<file path="config.mk">
export PLATFORM = sky130hd
export DESIGN_NAME = dm_bus_if
export DESIGN_NICKNAME = d
export VERILOG_FILES = /design/src/rtl/mips_pkg.sv /design/src/rtl/dm_bus_timer.sv /design/src/rtl/dm_bus_if.sv
export SDC_FILE = /design/constraint.sdc
export NUM_CORES = 1
export LEC_CHECK = 0
export BUFFER_PORTS_ARGS = -buffer_cell sky130_fd_sc_hd__buf_2
export CAP_MARGIN = 15
export CORE_MARGIN = 2
export CORE_UTILIZATION = 42
export CTS_BUF_LIST = sky130_fd_sc_hd__clkbuf_2
export CTS_CLUSTER_DIAMETER = 120
export DETAILED_ROUTE_END_ITERATION = 7
export GPL_ROUTABILITY_DRIVEN = 0
export GPL_TIMING_DRIVEN = 0
export PLACE_DENSITY_LB_ADDON = 0.05
export RECOVER_POWER = 50
export SLEW_MARGIN = 20
export SYNTH_ARGS = -nofsm -noshare
export SYNTH_HDL_FRONTEND = slang
export SYNTH_SLANG_ARGS = --single-unit
</file>
<file path="constraint.sdc">
create_clock -name clk -period 3 [get_ports clk]
set_clock_uncertainty 0.2 [all_clocks]
set_input_delay 0.3 -clock clk [delete_from_list [all_inputs] [get_ports clk]]
set_output_delay 0.3 -clock clk [all_outputs]
set_load 0.005 [all_outputs]
</file>
<file path="src/rtl/mips_pkg.sv">
// Shared MIPS definitions: data-memory bus FSM encodings
// and the default bus timeout.
package mips_pkg;

    typedef enum logic [1:0] {
        DM_IDLE     = 2'd0,
        DM_REQ      = 2'd1,
        DM_WAIT_RSP = 2'd2,
        DM_DONE     = 2'd3
    } dm_state_t;

    localparam int DM_TIMEOUT_CYCLES = 255;

endpackage

</file>
<file path="src/rtl/dm_bus_timer.sv">
// Bus access watchdog: counts busy cycles since the last clear
// and flags expiry on the TIMEOUT_CYCLES-th busy cycle.
module dm_bus_timer #(
    parameter int TIMEOUT_CYCLES = 255
) (
    input  logic clk,
    input  logic reset,
    input  logic clear,
    input  logic run,
    output logic expired
);

    localparam int W = $clog2(TIMEOUT_CYCLES + 1);

    logic [W-1:0] cnt;

    always_ff @(posedge clk or posedge reset) begin
        if (reset) begin
            cnt <= '0;
        end else if (clear) begin
            cnt <= '0;
        end else if (run && !expired) begin
            cnt <= cnt + 1'b1;
        end
    end

    assign expired = run && (cnt == W'(TIMEOUT_CYCLES - 1));

endmodule

</file>
<file path="src/rtl/dm_bus_if.sv">
// MEM-stage data memory to valid/ready bus bridge; stalls the pipeline
// per access. Optional watchdog enabled by DM_BUS_IF_TIMEOUT_EN.
module dm_bus_if
    import mips_pkg::*;
#(
    parameter int TIMEOUT_CYCLES = DM_TIMEOUT_CYCLES
) (
    input  logic        clk,
    input  logic        reset,
    input  logic        ex_mem_dm_r,
    input  logic        ex_mem_dm_w,
    input  logic [31:0] ex_mem_alu_result,
    input  logic [31:0] ex_mem_dm_w_data,
    output logic        mem_stall,
    output logic [31:0] data_out,
    output logic        bus_req_valid,
    input  logic        bus_req_ready,
    output logic        bus_req_we,
    output logic [31:0] bus_req_addr,
    output logic [31:0] bus_req_wdata,
    input  logic        bus_rsp_valid,
    input  logic [31:0] bus_rsp_rdata,
    output logic        bus_err
);

    dm_state_t state, state_nxt;
    logic req, busy, start, rsp_hit, tmo;

    assign req     = ex_mem_dm_r | ex_mem_dm_w;
    assign busy    = (state == DM_REQ) || (state == DM_WAIT_RSP);
    assign start   = (state == DM_IDLE) && req;
    assign rsp_hit = (state == DM_WAIT_RSP) && bus_rsp_valid;

`ifdef DM_BUS_IF_TIMEOUT_EN
    logic expired;

    dm_bus_timer #(
        .TIMEOUT_CYCLES(TIMEOUT_CYCLES)
    ) u_timer (
        .clk     (clk),
        .reset   (reset),
        .clear   (start),
        .run     (busy),
        .expired (expired)
    );

    // A response arriving on the expiry cycle still completes normally.
    assign tmo = expired & ~rsp_hit;

    always_ff @(posedge clk or posedge reset) begin
        if (reset) begin
            bus_err <= 1'b0;
        end else if (tmo) begin
            bus_err <= 1'b1;
        end
    end
`else
    assign tmo     = 1'b0;
    assign bus_err = 1'b0;
`endif

    always_ff @(posedge clk or posedge reset) begin
        if (reset) begin
            state <= DM_IDLE;
        end else begin
            state <= state_nxt;
        end
    end

    always_comb begin
        state_nxt = state;
        unique case (state)
            DM_IDLE:     if (req) state_nxt = DM_REQ;
            DM_REQ: begin
                if (tmo)                state_nxt = DM_DONE;
                else if (bus_req_ready) state_nxt = DM_WAIT_RSP;
            end
            DM_WAIT_RSP: if (bus_rsp_valid || tmo) state_nxt = DM_DONE;
            DM_DONE:     state_nxt = DM_IDLE;
            default:     state_nxt = DM_IDLE;
        endcase
    end

    always_comb begin
        mem_stall     = start || busy;
        bus_req_valid = (state == DM_REQ);
    end

    // Request fields are captured once so they stay stable until handshake.
    always_ff @(posedge clk or posedge reset) begin
        if (reset) begin
            bus_req_we    <= 1'b0;
            bus_req_addr  <= '0;
            bus_req_wdata <= '0;
            data_out      <= '0;
        end else begin
            if (start) begin
                bus_req_we    <= ex_mem_dm_w;
                bus_req_addr  <= {ex_mem_alu_result[31:2], 2'b00};
                bus_req_wdata <= ex_mem_dm_w_data;
            end
            if (rsp_hit && !bus_req_we) begin
                data_out <= bus_rsp_rdata;
            end
        end
    end

endmodule

</file>
==> flow_summary.json, run 1 <==
{
  "viasPerCell": 4.54,
  "power_density_nw_per_um2": 844,
  "p_sw_mw": 1.59,
  "cts_made_buffers": 9,
  "setup_tns_ns": 0,
  "fp.coreArea_um2": 8640,
  "clock_latency_ns": 0.51,
  "combPwrFrac": 0.438,
  "syn_to_final_growth_pct": 59.1,
  "dr.pass1.iters": 4,
  "start_util": 0.431,
  "fin_crit_sh": 0.793,
  "hold_class": "in2reg",
  "cts.sink_count": 97,
  "cts_setup_buffers": 0,
  "port_buffers": 196,
  "synth-main-ff-cell": "dfrtp_1",
  "diodes": 0,
  "period_needed_ns": 2.38,
  "cts_max_level": 3,
  "timing.rr.start": "state[0]",
  "grt_pass1_wl_mm": 15.0,
  "synth_edf_count": 0,
  "cp-start-kind": "register",
  "hpwl_mm": 6.23,
  "ir_worst_vdd_mv": 0.424,
  "clockRootBuffer": "clkbuf_2",
  "wl_mm": 9.37,
  "synthArstFlopShare": 1.00,
  "min_from": "bus_rsp_valid",
  "pwr-share-clk": 0.107,
  "swShare": 0.318,
  "grt.overflow.total": 0,
  "postPlaceCellArea_um2": 4920,
  "hold_depth": 3,
  "drv_slew": 0,
  "grt_max_degree": 32,
  "fp.dieH_um": 98.1,
  "critPathKind": "reg2out",
  "syn_area_um2": 3720,
  "grt_antenna_before_repair": 0,
  "yosys.cell_count.top_type": "dfrtp_1",
  "status": "complete, no violations",
  "synth.distinct_cells": 17,
  "ios": 202,
  "cp.arrival_ns": 1.88,
  "nFillCells": 660,
  "cts_tree": "done",
  "die_x_um": 98.1,
  "stdcell_area_um2": 5920,
  "ys_seq_area_frac": 0.652,
  "setup_viol": 0,
  "synth_area_leader_cell": "dfrtp_1",
  "synthCells": 222,
  "drive_above_1_share": 0.536,
  "rsz0062_at_grt": "false",
  "reg2reg_depth": 5,
  "wl_per_cell_um": 14.5,
  "synth_common_cells": "dfrtp_1 (97), mux2_2 (90), buf_4 (5), mux2_1 (5)",
  "grt_pass1_vias": 3079,
  "p_int_mw": 3.41,
  "critPathCaptureType": "output pin",
  "cts_buffer_depth": 2,
  "dr_total_vias": 2928,
  "slew_headroom": 0.158,
  "r2r-end": "state[0]",
  "nNetsFinal": 637,
  "max_cap_viol_count": 0,
  "synthDominantCellAreaShare": 0.652,
  "tightest_slew_ns": 1.26,
  "reg2reg_slack_ns": 0.84,
  "num_rows": 34,
  "pwr-share-seq": 0.455,
  "grt_util_all_layers": 0.199,
  "ant_nets": 0,
  "ys_warn_count": 0,
  "finalHoldViolCount": 0,
  "dieArea_um2": 9630,
  "critPathMaxFanout": 10,
  "fmax_mhz": 420,
  "syn_area_per_cell_um2": 16.8,
  "worstHoldEndpoint": "data_out[30]",
  "power_leakage_nw": 2.87,
  "required_ns": 2.50,
  "yosys_register_bits": 97,
  "synth_area_leaders": "dfrtp_1 (65%), mux2_2 (27%), mux2_1 (1.5%), buf_6 (1.2%), buf_4 (1.0%)",
  "clk_pin_slew_worst_paths_ns": 0.23,
  "drc": 0,
  "drt-initial-drc-count": 32
}
[how the worst max path moves through the flow]
| stage | startpoint | end | slack, ns | cells past startpoint |
|---|---|---|---|---|
| floorplan | state[0] | bus_req_addr[10] | 1.33 | 5 |
| detailed placement | state[0] | data_out[20] | 1.14 | 5 |
| finish | state[0] | mem_stall | 0.62 | 6 |
| global route | state[0] | mem_stall | 0.44 | 6 |
| global placement | reset | data_out[20] | 0.69 | 2 |
| CTS | state[0] | mem_stall | 0.57 | 6 |
[cells by family (layout without fill, tap and decap cells)]
kind of cell               after synthesis  in the layout  share of synthesized area
other                                    1              3                    0.00101
adders and majority gates                3              3                     0.0101
AOI/OAI and AO/OA                        3              3                    0.00942
and+or+nand+nor                          7              7                    0.00942
muxes                                   95             95                      0.287
DFF                                     97             97                      0.652
buffers and inverters                   16            329                     0.0303
[sequential cells by signal, indices dropped and copies added, names as in the netlist]
name / count
state: 2
bus_req_wdata: 32
bus_req_we: 1
bus_req_addr: 30
data_out: 32
[power by group through the flow]
| stage | registers [mW] | logic, mW | clock network [mW] |
|---|---|---|---|
| 4_1_cts | 2.26 | 2.27 | 0.564 |
| 3_5_place_dp | 2.30 | 2.16 | 0 |
| 3_3_place_gp | 2.27 | 2.10 | 0 |
| 6_report | 2.28 | 2.19 | 0.534 |
| 5_1_grt | 2.37 | 2.39 | 0.617 |
| 2_1_floorplan | 2.38 | 1.10 | 0 |
[metrics by stage]
stage                     utilization  setup WS (ns)  hold slack [ns]  instances  total power, mW
after global placement          0.561          0.685            0.271        528             4.37
final                           0.686          0.620           0.0503        645             5.00
after detailed placement        0.569           1.14            0.159        531             4.46
after floorplan                     -           1.33            0.210        224             3.48
after global routing            0.686          0.442           0.0152        645             5.38
after CTS                       0.693          0.566           0.0325        645             5.10
[what timing repair did]
action / in CTS / in global routing
hold buffers: 98 / 0
endpoints found under the hold margin: 166 / 0
resized for setup: 0 / 0
[metal layers]
layer,up-vias,GRT usage,wire length [µm]
li1,1385,-,-
met3,13,0.0565,641
met5,-,0,0
met1,1417,0.237,3650
met2,113,0.352,4960
met4,0,0.0545,118
[worst max-delay path: stages (launching register included)]
cell	delay (ns)
dfrtp_1	0.43
inv_1	0.07
ha_1	0.27
o21ai_4	0.20
buf_6	0.21
nand2b_1	0.06
buf_2	0.13
[layout by cell type, fill, tap and decap left out, drive strengths merged]
cell	n
a221oi	1
clkinvlp	3
dfrtp	97
dlygate4sd3	98
mux2	95
buf	181
o32a	1
nand3b	1
nor2	1
clkbuf	41
nand2b	1
inv	3
clkinv	3
nand2	3
conb	3
o21ai	1
ha	3
nor2b	1
[cell type report]
| cell class | count | area, µm² | share of cell area |
|---|---|---|---|
| multi-input combinational | 111 | 1190 | 0.201 |
| sequential | 97 | 2430 | 0.410 |
| clock buffer | 11 | 55.1 | 0.00930 |
| timing repair buffer | 297 | 1970 | 0.333 |
| buffer | 12 | 97.6 | 0.0165 |
| clock inverter | 5 | 32.5 | 0.00549 |
| tap | 108 | 135 | 0.0228 |
| inverter | 4 | 16.3 | 0.00275 |
(Power assumes the default switching activity.)
==> inputs of run 2 (changes only) <==
CORE_UTILIZATION = 46   (was 42)
clock period = 2.2 ns   (was 3 ns; I/O delays follow)
==> flow_summary.json, run 2 (synthesized netlist as in run 1, its figures left out) <==
{
  "syn_to_final_growth_pct": 61.1,
  "fmax_mhz": 463,
  "total_power_mw": 7.09,
  "cp.arrival_ns": 2.42,
  "fin_crit_sh": 0.981,
  "start_util": 0.479,
  "dr_total_vias": 2953,
  "grt-busiest-layer": "met2",
  "cts_buffer_depth": 2,
  "ant_nets": 0,
  "hpwl_mm": 6.22,
  "grt_antenna_before_repair": 0,
  "wl_mm": 9.60,
  "grt_pass1_vias": 3209,
  "port_buffers": 196,
  "final_common_cell": "buf_2",
  "nFillCells": 517,
  "grt_pass1_wl_mm": 15.1,
  "grt_max_degree": 34,
  "grt_util_all_layers": 0.222,
  "hold-worst-slack_ns": 0.0412,
  "rsz0062_at_grt": "true",
  "required_ns": 2.46,
  "dr.pass1.iters": 4,
  "wl_per_cell_um": 14.9,
  "drive_above_1_share": 0.499,
  "dieArea_um2": 8820,
  "drc": 0,
  "setup_tns_ns": 0,
  "mostFrequentLayoutCells": "buf_2 (150), dlygate4sd3_1 (103), dfrtp_1 (97), mux2_2 (90), clkbuf_1 (48)",
  "critPathKind": "reg2reg",
  "status": "complete, no violations",
  "gr-usage-met3": 0.0618,
  "max_cap_viol_count": 0,
  "drv_slew": 0,
  "clk_pin_slew_worst_paths_ns": 0.23,
  "ios": 202,
  "critPathCaptureType": "register",
  "num_rows": 32,
  "global_route.usage.met1": 0.237,
  "power_leakage_nw": 2.86,
  "post-route-util": 0.772,
  "drt-initial-drc-count": 54,
  "die_x_um": 93.9,
  "ir_worst_vdd_mv": 0.741,
  "grt.overflow.total": 0,
  "nNetsFinal": 643,
  "setup_viol": 0,
  "fp.dieH_um": 93.9,
  "hold_class": "in2reg",
  "period_needed_ns": 2.16,
  "fp.coreArea_um2": 7770,
  "clock_latency_ns": 0.50,
  "critPathMaxFanout": 3,
  "slew_headroom": 0.502,
  "viasPerCell": 4.58,
  "clockRootBuffer": "clkbuf_2",
  "largest_registers": "bus_req_wdata x32, data_out x32, bus_req_addr x30",
  "cts_max_level": 3,
  "cts_tree": "done",
  "power_density_nw_per_um2": 1180,
  "cts.sink_count": 97,
  "stdcell_area_um2": 6000,
  "cp-start-kind": "register",
  "postPlaceCellArea_um2": 4900,
  "cts_made_buffers": 9,
  "diodes": 0,
  "use_met2": 0.411,
  "tightest_slew_ns": 0.747,
  "finalHoldViolCount": 0
}
-- run 2: path summary, 6_finish.rpt --
| check | depth (start not counted) | from | slack, ns | end |
|---|---|---|---|---|
| min | 4 | ex_mem_dm_r | 0.04 | bus_req_addr[30] |
| min in group asynchronous | 4 | reset | 0.63 | bus_req_wdata[19] |
| max | 6 | state[1] | 0.04 | state[0] |
| max reg2reg | 6 | state[1] | 0.04 | state[0] |
| min reg2reg | 1 | data_out[2] | 0.33 | data_out[2] |
| max in group asynchronous | 5 | reset | 0.14 | data_out[5] |
-- run 2: timing repair --
item	4_1_cts	5_1_grt
setup endpoints to repair	1	2
gates resized for setup	0	0
endpoints found under the hold margin	194	0
hold buffers	103	0
buffers inserted	1	0
-- run 2: routing by layer --
layer  routed length [µm]  up-vias  share of wire
li1                     -     1397              -
met4                  216        0          0.023
met1                 3670     1411           0.38
met5                    0        -              0
met3                  740       19          0.077
met2                 4970      126           0.52
-- run 2: final cells by class --
| type | count | area, µm² | area share |
|---|---|---|---|
| Buffer | 12 | 97.6 | 0.0163 |
| Timing Repair Buffer | 303 | 2000 | 0.334 |
| Clock buffer | 11 | 55.1 | 0.00918 |
| Clock inverter | 5 | 80.1 | 0.0134 |
| Inverter | 4 | 16.3 | 0.00271 |
| Multi-Input combinational cell | 111 | 1190 | 0.198 |
| Sequential cell | 97 | 2430 | 0.405 |
| Tap cell | 102 | 128 | 0.0213 |
-- run 2: where the power goes --
| part | internal (mW) | leakage, nW | switching, mW |
|---|---|---|---|
| sequential | 2.69 | 1.15 | 0.442 |
| combinational | 1.81 | 1.64 | 1.20 |
| clock | 0.383 | 0.0782 | 0.565 |
-- run 2: per-stage QoR --
step / std cells / worst slack (ns)
after floorplan: 224 / 0.526
after global placement: 522 / -0.0191
after detailed placement: 525 / 0.365
after CTS: 645 / 0.00287
after global routing: 645 / -0.0923
final: 645 / 0.0418
-- run 2: worst max-delay path: stages (launching register included) --
cell	delay (ns)
dfrtp_1	0.42
inv_1	0.07
ha_1	0.19
nor2b_1	0.14
a221oi_1	0.32
o32a_1	0.22
dlygate4sd3_1	0.54
==> inputs of run 3 (changes only) <==
REMOVE_ABC_BUFFERS = 1   (was unset)
==> flow_summary.json, run 3 (synthesized netlist as in run 1, its figures left out) <==
{
  "crit_buf_inv": 3,
  "grt_max_degree": 50,
  "reg2reg_depth": 6,
  "largest_registers": "bus_req_wdata x32, data_out x32, bus_req_addr x30",
  "critPathKind": "reg2reg",
  "finalHoldViolCount": 0,
  "cp-start-kind": "register",
  "crit_path_frequent_cell": "buf_8",
  "grt_pass1_vias": 3107,
  "power_density_nw_per_um2": 1200,
  "nFillCells": 525,
  "syn_to_final_growth_pct": 60.7,
  "pwr-share-clk": 0.130,
  "fmax_mhz": 479,
  "clock_latency_ns": 0.48,
  "clk_pin_slew_worst_paths_ns": 0.25,
  "hold_depth": 4,
  "setup_viol": 0,
  "stdcell_area_um2": 5980,
  "fin_crit_sh": 0.949,
  "status": "complete, no violations",
  "max_cap_viol_count": 0,
  "dr_total_vias": 2987,
  "grt_antenna_before_repair": 1,
  "grt_pass1_wl_mm": 14.9,
  "ir_worst_vdd_mv": 0.628,
  "p_int_mw": 4.94,
  "ant_nets": 0,
  "rsz0062_at_grt": "false",
  "crit_family": "buffers and inverters",
  "ios": 202,
  "slew_headroom": 0.208,
  "cts_tree": "done",
  "mostFrequentLayoutCells": "buf_2 (167), dlygate4sd3_1 (99), dfrtp_1 (97), mux2_2 (90), clkbuf_1 (29)",
  "swShare": 0.314,
  "cp.arrival_ns": 2.29,
  "post-route-util": 0.770,
  "viasPerCell": 4.70,
  "die_x_um": 93.9,
  "fp.dieH_um": 93.9,
  "dp_slack_ns": 0.0191,
  "hold-worst-slack_ns": 0.137,
  "critPathCaptureType": "register",
  "port_buffers": 196,
  "start_util": 0.479,
  "path_cells": "inv_2, ha_1, nand3b_1, buf_8, buf_8, mux2_2",
  "p_sw_mw": 2.25,
  "cp_num_cells": 6,
  "final_common_cell": "buf_2",
  "pwr-share-seq": 0.435,
  "num_rows": 32,
  "cts_buffer_depth": 2,
  "postPlaceCellArea_um2": 4860,
  "grt.overflow.total": 0,
  "tightest_slew_ns": 1.18,
  "critPathMaxFanout": 15,
  "combPwrFrac": 0.435,
  "cp_slowest_cell": "dfrtp_1",
  "drive_above_1_share": 0.535,
  "period_needed_ns": 2.09,
  "hpwl_mm": 5.82,
  "dr.pass1.iters": 4,
  "cts_max_level": 3,
  "fp.coreArea_um2": 7770,
  "required_ns": 2.41,
  "hold_class": "in2reg",
  "cts.sink_count": 97,
  "drt-initial-drc-count": 35,
  "wl_per_cell_um": 15.6,
  "clockRootBuffer": "clkbuf_2",
  "wl_mm": 9.94,
  "dieArea_um2": 8820,
  "grt_util_all_layers": 0.222,
  "drv_slew": 0,
  "cp_slowest_stage_delay_ns": 0.46,
  "power_leakage_nw": 2.88,
  "cts_made_buffers": 9,
  "layout_setup_ws_ns": 0.112,
  "drc": 0,
  "nNetsFinal": 633
}
==> run 3: cell types whose count changed in the layout (fill, tap and decap cells not counted), sizes merged <==
cell / change
clkbuf: -20
buf: +11
dlygate4sd3: -4
clkinv: +3
clkinvlp: -1
diode: +1
o21ai: +1
==> run 3: power groups by stage <==
stage / logic, mW / registers, mW / clock network, mW
finish: 3.13 / 3.13 / 0.932
global route: 3.40 / 3.25 / 1.03
CTS: 3.16 / 3.10 / 0.955
detailed placement: 2.93 / 3.14 / 0
global placement: 2.77 / 3.10 / 0
floorplan: 1.42 / 3.24 / 0
==> run 3: per-stage QoR <==
step                total power, mW  TNS [ns]  instances
floorplan                      4.66    -74.09        212
global placement               5.87   -223.52        510
detailed placement             6.07         0        515
CTS                            7.21         0        632
global route                   7.68         0        636
finish                         7.19         0        636
==> run 3: repair_timing <==
action	in CTS	in global routing
endpoints found under the hold margin	194	0
cloned	1	1
hold buffers	99	0
setup endpoints to repair	1	2
setup buffers	1	2
gates resized for setup	2	3
==> run 3: tightest hold or removal path, delay by kind of cell <==
kind / cells / cell delay (ns)
buffers and inverters: 2 / 0.31
muxes: 1 / 0.21
AOI/OAI and AO/OA: 1 / 0.09
==> run 3: cell type report <==
cell class / instances / area, µm² / share of cell area
multi-input cells: 112 / 1210 / 0.203
repair buffers: 304 / 2060 / 0.344
inverters: 4 / 18.8 / 0.00314
diodes: 1 / 2.50 / 0.000419
well taps: 102 / 128 / 0.0213
clock buffers: 9 / 45.0 / 0.00753
flip-flops and latches: 97 / 2430 / 0.406
clock inverters: 7 / 85.1 / 0.0142
==> run 3: per-layer routing <==
layer  vias up  global-route usage  share of wire
met1      1450               0.243           0.37
met3        15              0.0586          0.074
met4         0              0.0978          0.023
met5         -                   0              0
li1       1384                   -              -
met2       138               0.403           0.54
==> run 3: path summary, 6_finish.rpt <==
kind                              startpoint                 to  slack, ns
setup reg to reg                    state[0]        data_out[1]       0.11
max in group asynchronous              reset       data_out[16]       0.30
setup / recovery                    state[0]        data_out[1]       0.11
min in group asynchronous              reset   bus_req_addr[19]       0.26
hold / removal                   ex_mem_dm_r   bus_req_addr[11]       0.14
hold reg to reg            bus_req_wdata[20]  bus_req_wdata[20]       0.33
